## src/rtl/irq_pending_latch.sv

```systemverilog
// Interrupt source latch: turns peripheral event pulses into level-held interrupt
// lines that stay high until acknowledged, with overflow, bad-ack and timeout flags.
module irq_pending_latch #(
    parameter logic [31:0] VALID_MASK = 32'hFFFF_0888,
    parameter int          TIMEOUT    = 1024,
    parameter int          TO_W       = 11
) (
    input  logic        clk,
    input  logic        rst_n,
    input  logic [31:0] irq_evt_i,
    input  logic [31:0] irq_clr_i,
    input  logic        irq_ack_i,
    input  logic [4:0]  irq_id_i,
    output logic [31:0] irq_o,
    output logic [31:0] overflow_o,
    output logic        ack_err_o,
    output logic        timeout_o
);

    localparam logic [TO_W-1:0] TO_LIMIT = TO_W'(TIMEOUT);

    logic [31:0]     irq_q;
    logic [31:0]     ovf_q;
    logic            ack_err_q;
    logic            timeout_q;
    logic [TO_W-1:0] cnt_q;

    logic [31:0]     evt_v;
    logic            ack_hit;
    logic [31:0]     ack_vec;
    logic            cnt_clr;
    logic [31:0]     irq_next;
    logic [31:0]     ovf_next;
    logic [TO_W-1:0] cnt_next;
    logic            timeout_next;

    // A new event always wins over an ack or clear landing in the same cycle;
    // overflow only counts a repeat event that is not being retired this cycle.
    always_comb begin
        evt_v    = irq_evt_i & VALID_MASK;
        ack_hit  = irq_ack_i && VALID_MASK[irq_id_i] && irq_q[irq_id_i];
        ack_vec  = ack_hit ? (32'd1 << irq_id_i) : 32'd0;
        irq_next = ((irq_q & ~ack_vec & ~irq_clr_i) | evt_v) & VALID_MASK;
        ovf_next = (ovf_q | (evt_v & irq_q & ~ack_vec & ~irq_clr_i)) & ~irq_clr_i & VALID_MASK;

        cnt_clr  = ack_hit || (irq_q == 32'd0);
        cnt_next = cnt_q;
        if (cnt_clr) begin
            cnt_next = '0;
        end else if (cnt_q != TO_LIMIT) begin
            cnt_next = cnt_q + TO_W'(1);
        end

        // Drop the flag in the same edge that retires the wait, not one later.
        timeout_next = (cnt_q == TO_LIMIT) && !cnt_clr;
    end

    always_ff @(posedge clk or negedge rst_n) begin
        if (!rst_n) begin
            irq_q     <= '0;
            ovf_q     <= '0;
            ack_err_q <= 1'b0;
            timeout_q <= 1'b0;
            cnt_q     <= '0;
        end else begin
            irq_q     <= irq_next;
            ovf_q     <= ovf_next;
            ack_err_q <= irq_ack_i && !ack_hit;
            timeout_q <= timeout_next;
            cnt_q     <= cnt_next;
        end
    end

    assign irq_o      = irq_q;
    assign overflow_o = ovf_q;
    assign ack_err_o  = ack_err_q;
    assign timeout_o  = timeout_q;

endmodule

```

## config.mk

```make
export PLATFORM = sky130hd
export DESIGN_NAME = irq_pending_latch
export DESIGN_NICKNAME = d
export VERILOG_FILES = /design/src/rtl/irq_pending_latch.sv
export SDC_FILE = /design/constraint.sdc
export NUM_CORES = 1
export LEC_CHECK = 0
export ABC_CLOCK_PERIOD_IN_PS = 3900
export BUFFER_PORTS_ARGS = -buffer_cell sky130_fd_sc_hd__buf_2
export CORE_ASPECT_RATIO = 0.8
export CORE_MARGIN = 4
export CORE_UTILIZATION = 49
export DETAILED_ROUTE_END_ITERATION = 10
export PLACE_DENSITY = 0.85
export SYNTH_ARGS = -nofsm -noshare
export SYNTH_HDL_FRONTEND = slang
export SYNTH_SLANG_ARGS = --single-unit
export TNS_END_PERCENT = 20
```

## constraint.sdc

```tcl
create_clock -name clk -period 3.9 [get_ports clk]
set_input_delay 0.195 -clock clk [delete_from_list [all_inputs] [get_ports clk]]
set_output_delay 0.195 -clock clk [all_outputs]
set_load 0.02 [all_outputs]
```

### Word-level counts from Yosys, hierarchy flattened

Memory sizes are Yosys's and may differ from the RTL's.
Cells that the tools add are included.

| word-level totals | value |
|---|---|
| input bits | 72 |
| memories kept | 1 |
| word-level logic and storage cells | 36 |
| output and inout port bits | 66 |
| memory bits (read-only) | 32 |
| register bits after elaboration | 51 |

Memories:

| name | words | width | rd ports | clocked after memory_dff | wr ports | RTL line | source |
|---|---|---|---|---|---|---|---|
| (no name shown) | 32 | 1 | 1 | 0 | 0 | 41 | `ack_hit = irq_ack_i && VALID_MASK[irq_id_i] && irq_q[irq_id_i];` |

| cells by class | value |
|---|---|
| reduce and logical (&&, ||, !) cells | 9 |
| equal/unequal tests | 2 |
| magnitude comparators | 1 |
| bitwise gates (word level) | 10 |
| add/sub/neg operators | 1 |
| shifts and indexed selects | 1 |
| mux-type cells | 6 |

Operator list:

| cell | number |
|---|---|
| $and 32x32->32 | 6 |
| $not 32->32 | 2 |
| $or 32x32->32 | 2 |
| $logic_not 32->1 | 1 |
| $mux 32 | 1 |
| $shl 1x5->32 const A | 1 |
| $mux 11 | 2 |
| $add 11x1->11 const B | 1 |
| $eq 11x11->1 const B | 1 |
| $ne 11x11->1 const B | 1 |
| $lt 5x6->1 const B | 1 |
| $bmux 1 s5 | 1 |
| $logic_and 1x1->1 | 4 |
| $logic_not 1->1 | 2 |
| $mux 1 | 2 |
| $reduce_bool 2->1 | 1 |
| $logic_or 1x1->1 | 1 |

### Depth between registers and ports, before layout

| logic depth | value |
|---|---|
| word-level depth | 10 |
| depth in mapped cells | 6 |

### Worst setup path before layout

No wires, ideal clock.

| timing | value |
|---|---|
| path type | register to register |
| from | register irq_q[26] (netlist: irq_o[26]) |
| to | register timeout_q (netlist: timeout_o) |
| library setup time | 0.083 ns |
| path buffers | 1 |
| slack | 2.239 ns |
| arrival | 1.578 ns |
| required time | 3.817 ns |
| stages on the path, launching flop included | 6 |
| cells stage by stage | dfrtp_1 mux4_2 a22oi_2 nand3_2 buf_6 nor3_4 |

| on the way | value |
|---|---|
| longest elaborated chain between the ends | 6 |
| elaborated cells between the ends (all ways) | 7 |
| classes of those cells | mux: 2; reduce/logical: 5 |

Ends and longest elaborated chain:

| element | RTL line | source |
|---|---|---|
| start, declared | 22 | `logic [31:0] irq_q;` |
| start signal, assigned | 66 | `irq_q <= irq_next;` |
| $bmux 1 s5 | 41 |  |
| $mux 1 (not written as such) | 41 |  |
| $logic_and 1x1->1 | 41 |  |
| $logic_or 1x1->1 * | 46 | `cnt_clr = ack_hit \|\| (irq_q == 32'd0);` |
| $logic_not 1->1 * | 55 | `timeout_next = (cnt_q == TO_LIMIT) && !cnt_clr;` |
| $logic_and 1x1->1 * | 55 |  |
| via timeout_next | 35 | `logic timeout_next;` |
| end signal, assigned | 69 | `timeout_q <= timeout_next;` |
| end, declared | 25 | `logic timeout_q;` |

Mark *: on every way through the listed nets, which the timed path passes. The rest lies on a longest branch. The select of a mux whose other input is x is not followed.
A chain may end at the register's enable or synchronous reset.

### Final worst setup path

| timing | value |
|---|---|
| from | register irq_q[26] (netlist: irq_o[26]) |
| to | register cnt_q[6] |

| on the way | value |
|---|---|
| longest elaborated chain between the ends | 5 |
| elaborated cells between the ends (all ways) | 7 |
| classes of those cells | mux: 3; reduce/logical: 4 |

Ends and longest elaborated chain:

| element | RTL line | source |
|---|---|---|
| $bmux 1 s5 | 41 |  |
| $mux 1 (not written as such) | 41 |  |
| $logic_and 1x1->1 | 41 |  |
| $logic_or 1x1->1 * | 46 |  |
| $mux 11 / $reduce_bool 2->1 (equally long branches) | -- |  |
| end signal, assigned | 70 | `cnt_q <= cnt_next;` |
| end, declared | 26 | `logic [TO_W-1:0] cnt_q;` |

Mark *: on every way between the ends. The rest lies on a longest branch, timed or not. The select of a mux whose other input is x is not followed.

==> results by group <==
Timing
  – Max-slew violations: 0
  – Final hold violation count: 12
  – Least-Margin Pin Slew: between 600 and 700 ps
  – Min Clock Period, post-route: 1867 ps
  – Max Fclk: ~0.54 GHz
  – Final Skew: around 12 ps
  – Final Hold Slack: -10.57 ps
  – RSZ-0062 raised after global routing: no
  – Setup_tns: 0 ps
  – Max-slew headroom: 56.97%
  – Final Setup Violations: 0
  – Tcrit/Tclk final: a little under half

Setup path
  – Delay of the slowest cell on the worst path: ~500 ps
  – CP Class: reg -> reg
  – Req. time, crit path: around 4000 ps
  – Worst Path Arrival: about 2100 ps
  – Slowest stage cell, crit path: mux4_2
  – R2R depth: 4
  – CP Max Fanout: 13
  – Critical path endpoint category: flip-flop
  – Crit path cell chain: mux4_2 -> a22oi_2 -> nand3_2 -> nor3_1
  – Startpoint types: flip-flop

Synthesis
  – Count of state elements after synthesis: between 50 and 60
  – Mapped Cells: 262
  – Yosys cell types: 44
  – Prevailing post-synth register cell: dfrtp_1
  – Number of synthesized flops with an enable pin: 0
  – Synth area leaders: dfrtp_1 47%, buf_4 7.1%, o211ai_1 4.1%
  – Mapped Area: approximately 0.0027 mm2
  – Yosys warns: 0
  – Sequential share of the synthesized area: about 47%
  – Async set or reset register ratio after synthesis: 100.0%
  – Post-synth top area cell: dfrtp_1
  – Syn avg cell area: 10.45 um2
  – Post-synth top area share: a little under half

Detailed routing
  – WL per Instance: about 15 um
  – Detailed-router iteration count before antenna repair: 4
  – Initial DRC Count: a little over 80
  – Via-per-instance ratio: around 5.3
  – Routed vias: ~2.3k
  – Antenna-violating nets left: 0
  – WL final: between 6000 and 7000 um
  – DRC Markers: 0

Cells and area
  – Share of layout cells above drive strength 1: between 30% and 40%
  – Nets: between 400 and 500
  – Number of fill cells: a little under 500
  – Final core utilization: 59.99%
  – Ant. Diodes: 0
  – Syn-to-layout area delta: 19.05%

Floorplan
  – Core footprint: approximately 0.0054 mm2
  – Die W: between 90 and 100 um
  – Starting Density: about half
  – Die area: between 0.006 and 0.007 mm2
  – IO Count: about 140
  – Core Rows: 24
  – Die height: approximately 75 um

Placed design
  – Routability cong.: 0.7759
  – Port-buffer cells: 85
  – Post-DP HPWL: between 4000 and 5000 um

Clocking
  – Inserted Clock Buffers: 5
  – Htree depth: 2
  – Clock buffer depth: 2
  – CTS tree: built
  – Post-CTS Setup Bufs: 0
  – Clock latency on the worst-skew pair: around 310 ps
  – # clock sinks: between 50 and 60
  – # hold bufs at CTS: 0
  – CTS resizes: 0
  – Register clock-pin slew on the reported worst setup and hold paths: around 90 ps
  – CTS Root Cell: clkbuf_8

Global routing
  – Largest net degree at the start of global routing: 52
  – Global-route usage over all layers: 18.51%
  – Antenna violations before repair: 0
  – Vias in the first global route: 2133
  – GRT overflow: 0
  – First-pass GRT wire length: 10030 um

Worst hold path
  – Hold Crit Class: in -> async

Flow run
  – Max-Cap Viols: 0

Status
  – Failing checks: hold timing
  – Status: complete, but fails checks

Pwr
  – Leak pwr: 0.001588 uW
  – Maximum vdd ir drop: between 0.2 and 0.25 mV
  – P per Cell Area: slightly above 400 mW/mm2
==> layout by cell type (no fill, tap or decap), types with 3 or more instances in the layout <==
cell type,count
conb_1,26
nor3_2,8
nand2b_1,6
nand3_1,6
clkbuf_8,5
inv_1,23
nor4_1,6
mux4_1,3
a21oi_1,15
buf_2,85
nand4b_1,3
nor3_1,3
dfrtp_1,51
xor2_1,9
nand2_1,6
o211ai_1,15
nand4_1,5
nor2_1,4
and4_1,3
o21ai_0,17
or2_2,3
o21bai_1,14
==> Yosys cell counts, types with 5 or more instances <==
| master | count |
|---|---|
| o21ai_0 | 17 |
| buf_4 | 26 |
| xor2_1 | 9 |
| o211ai_1 | 15 |
| nand2_1 | 6 |
| nor3_2 | 8 |
| a21oi_1 | 15 |
| inv_1 | 23 |
| o21bai_1 | 14 |
| nand3_1 | 6 |
| nor4_1 | 6 |
| dfrtp_1 | 51 |
| nand2b_1 | 6 |
| nand4_1 | 5 |
==> stage by stage <==
stage               power, uW  std cells  setup WS [ps]  cell area [um2]
global route             1418        426           1895             3261
global placement        922.8        418           1985             3128
finish                   1353        426           2033             3261
floorplan               847.3        287           2239             2833
detailed placement      933.1        418           1956             3128
CTS                      1361        426           2021             3261
==> power breakdown <==
part | leakage (uW) | internal [uW] | switching [uW]
logic | 0.000899 | 110 | 176
clock network | 0.0000654 | 256 | 172
registers | 0.000623 | 579 | 58.4
==> worst max-delay path, delay by kind of cell (launching register included) <==
| family | cells | cell delay (ps) |
|---|---|---|
| muxes | 1 | 500 |
| and+or+nand+nor | 2 | 630 |
| DFF | 1 | 440 |
| AOI/OAI and AO/OA | 1 | 210 |
==> state kept, by name, indices dropped and copies added, names as in the netlist <==
register / count
cnt_q: 11
irq_o: 19
overflow_o: 19
timeout_o: 1
ack_err_o: 1
==> cells by family after synthesis <==
logic type               Yosys count  share of synthesized area, %
flip-flops                        51                         46.60
other                              1                        0.1369
adder cells (fa/ha/maj)            2                        0.9135
XOR/XNOR                          10                         3.198
buffers and inverters             57                         12.01
AND/OR/NAND/NOR                   64                         15.85
AO/OA/AOI/OAI                     71                         16.86
multiplexers                       6                         4.431
==> worst paths after layout <==
check	from	endpoint	slack (ps)
max in group asynchronous	rst_n	overflow_o[27]$_DFF_PN0_	3460
setup / recovery	irq_o[26]$_DFF_PN0_	cnt_q[6]$_DFFE_PN0N_	2030
hold / removal	rst_n	overflow_o[26]$_DFF_PN0_	-10
setup reg to reg	irq_o[26]$_DFF_PN0_	cnt_q[6]$_DFFE_PN0N_	2030
min in group clk	irq_clr_i[29]	overflow_o[29]$_DFF_PN0_	40
hold reg to reg	overflow_o[19]$_DFF_PN0_	overflow_o[19]$_DFF_PN0_	500
==> area by class of cell <==
cell class              instances  area [um2]  share of cell area [%]
clock buffers                   6       72.57                   2.226
clock inverters                 2       60.06                   1.842
inverters                      23       86.33                   2.648
multi-input cells             179        1227                   37.64
flip-flops and latches         51        1276                   39.14
well taps                      78       97.59                   2.993
repair buffers                 87       440.4                   13.51
==> routing by layer <==
| metal | GRT usage [%] | routed length (um) | part of all wire (%) |
|---|---|---|---|
| met1 | 23.82 | 2830 | 44 |
| met2 | 30.36 | 3020 | 47 |
| met3 | 5.794 | 486 | 7.6 |
| met4 | 6.020 | 75 | 1.2 |
| met5 | 0 | 0 | 0 |
Note: power is estimated with default switching activity, not from simulation.
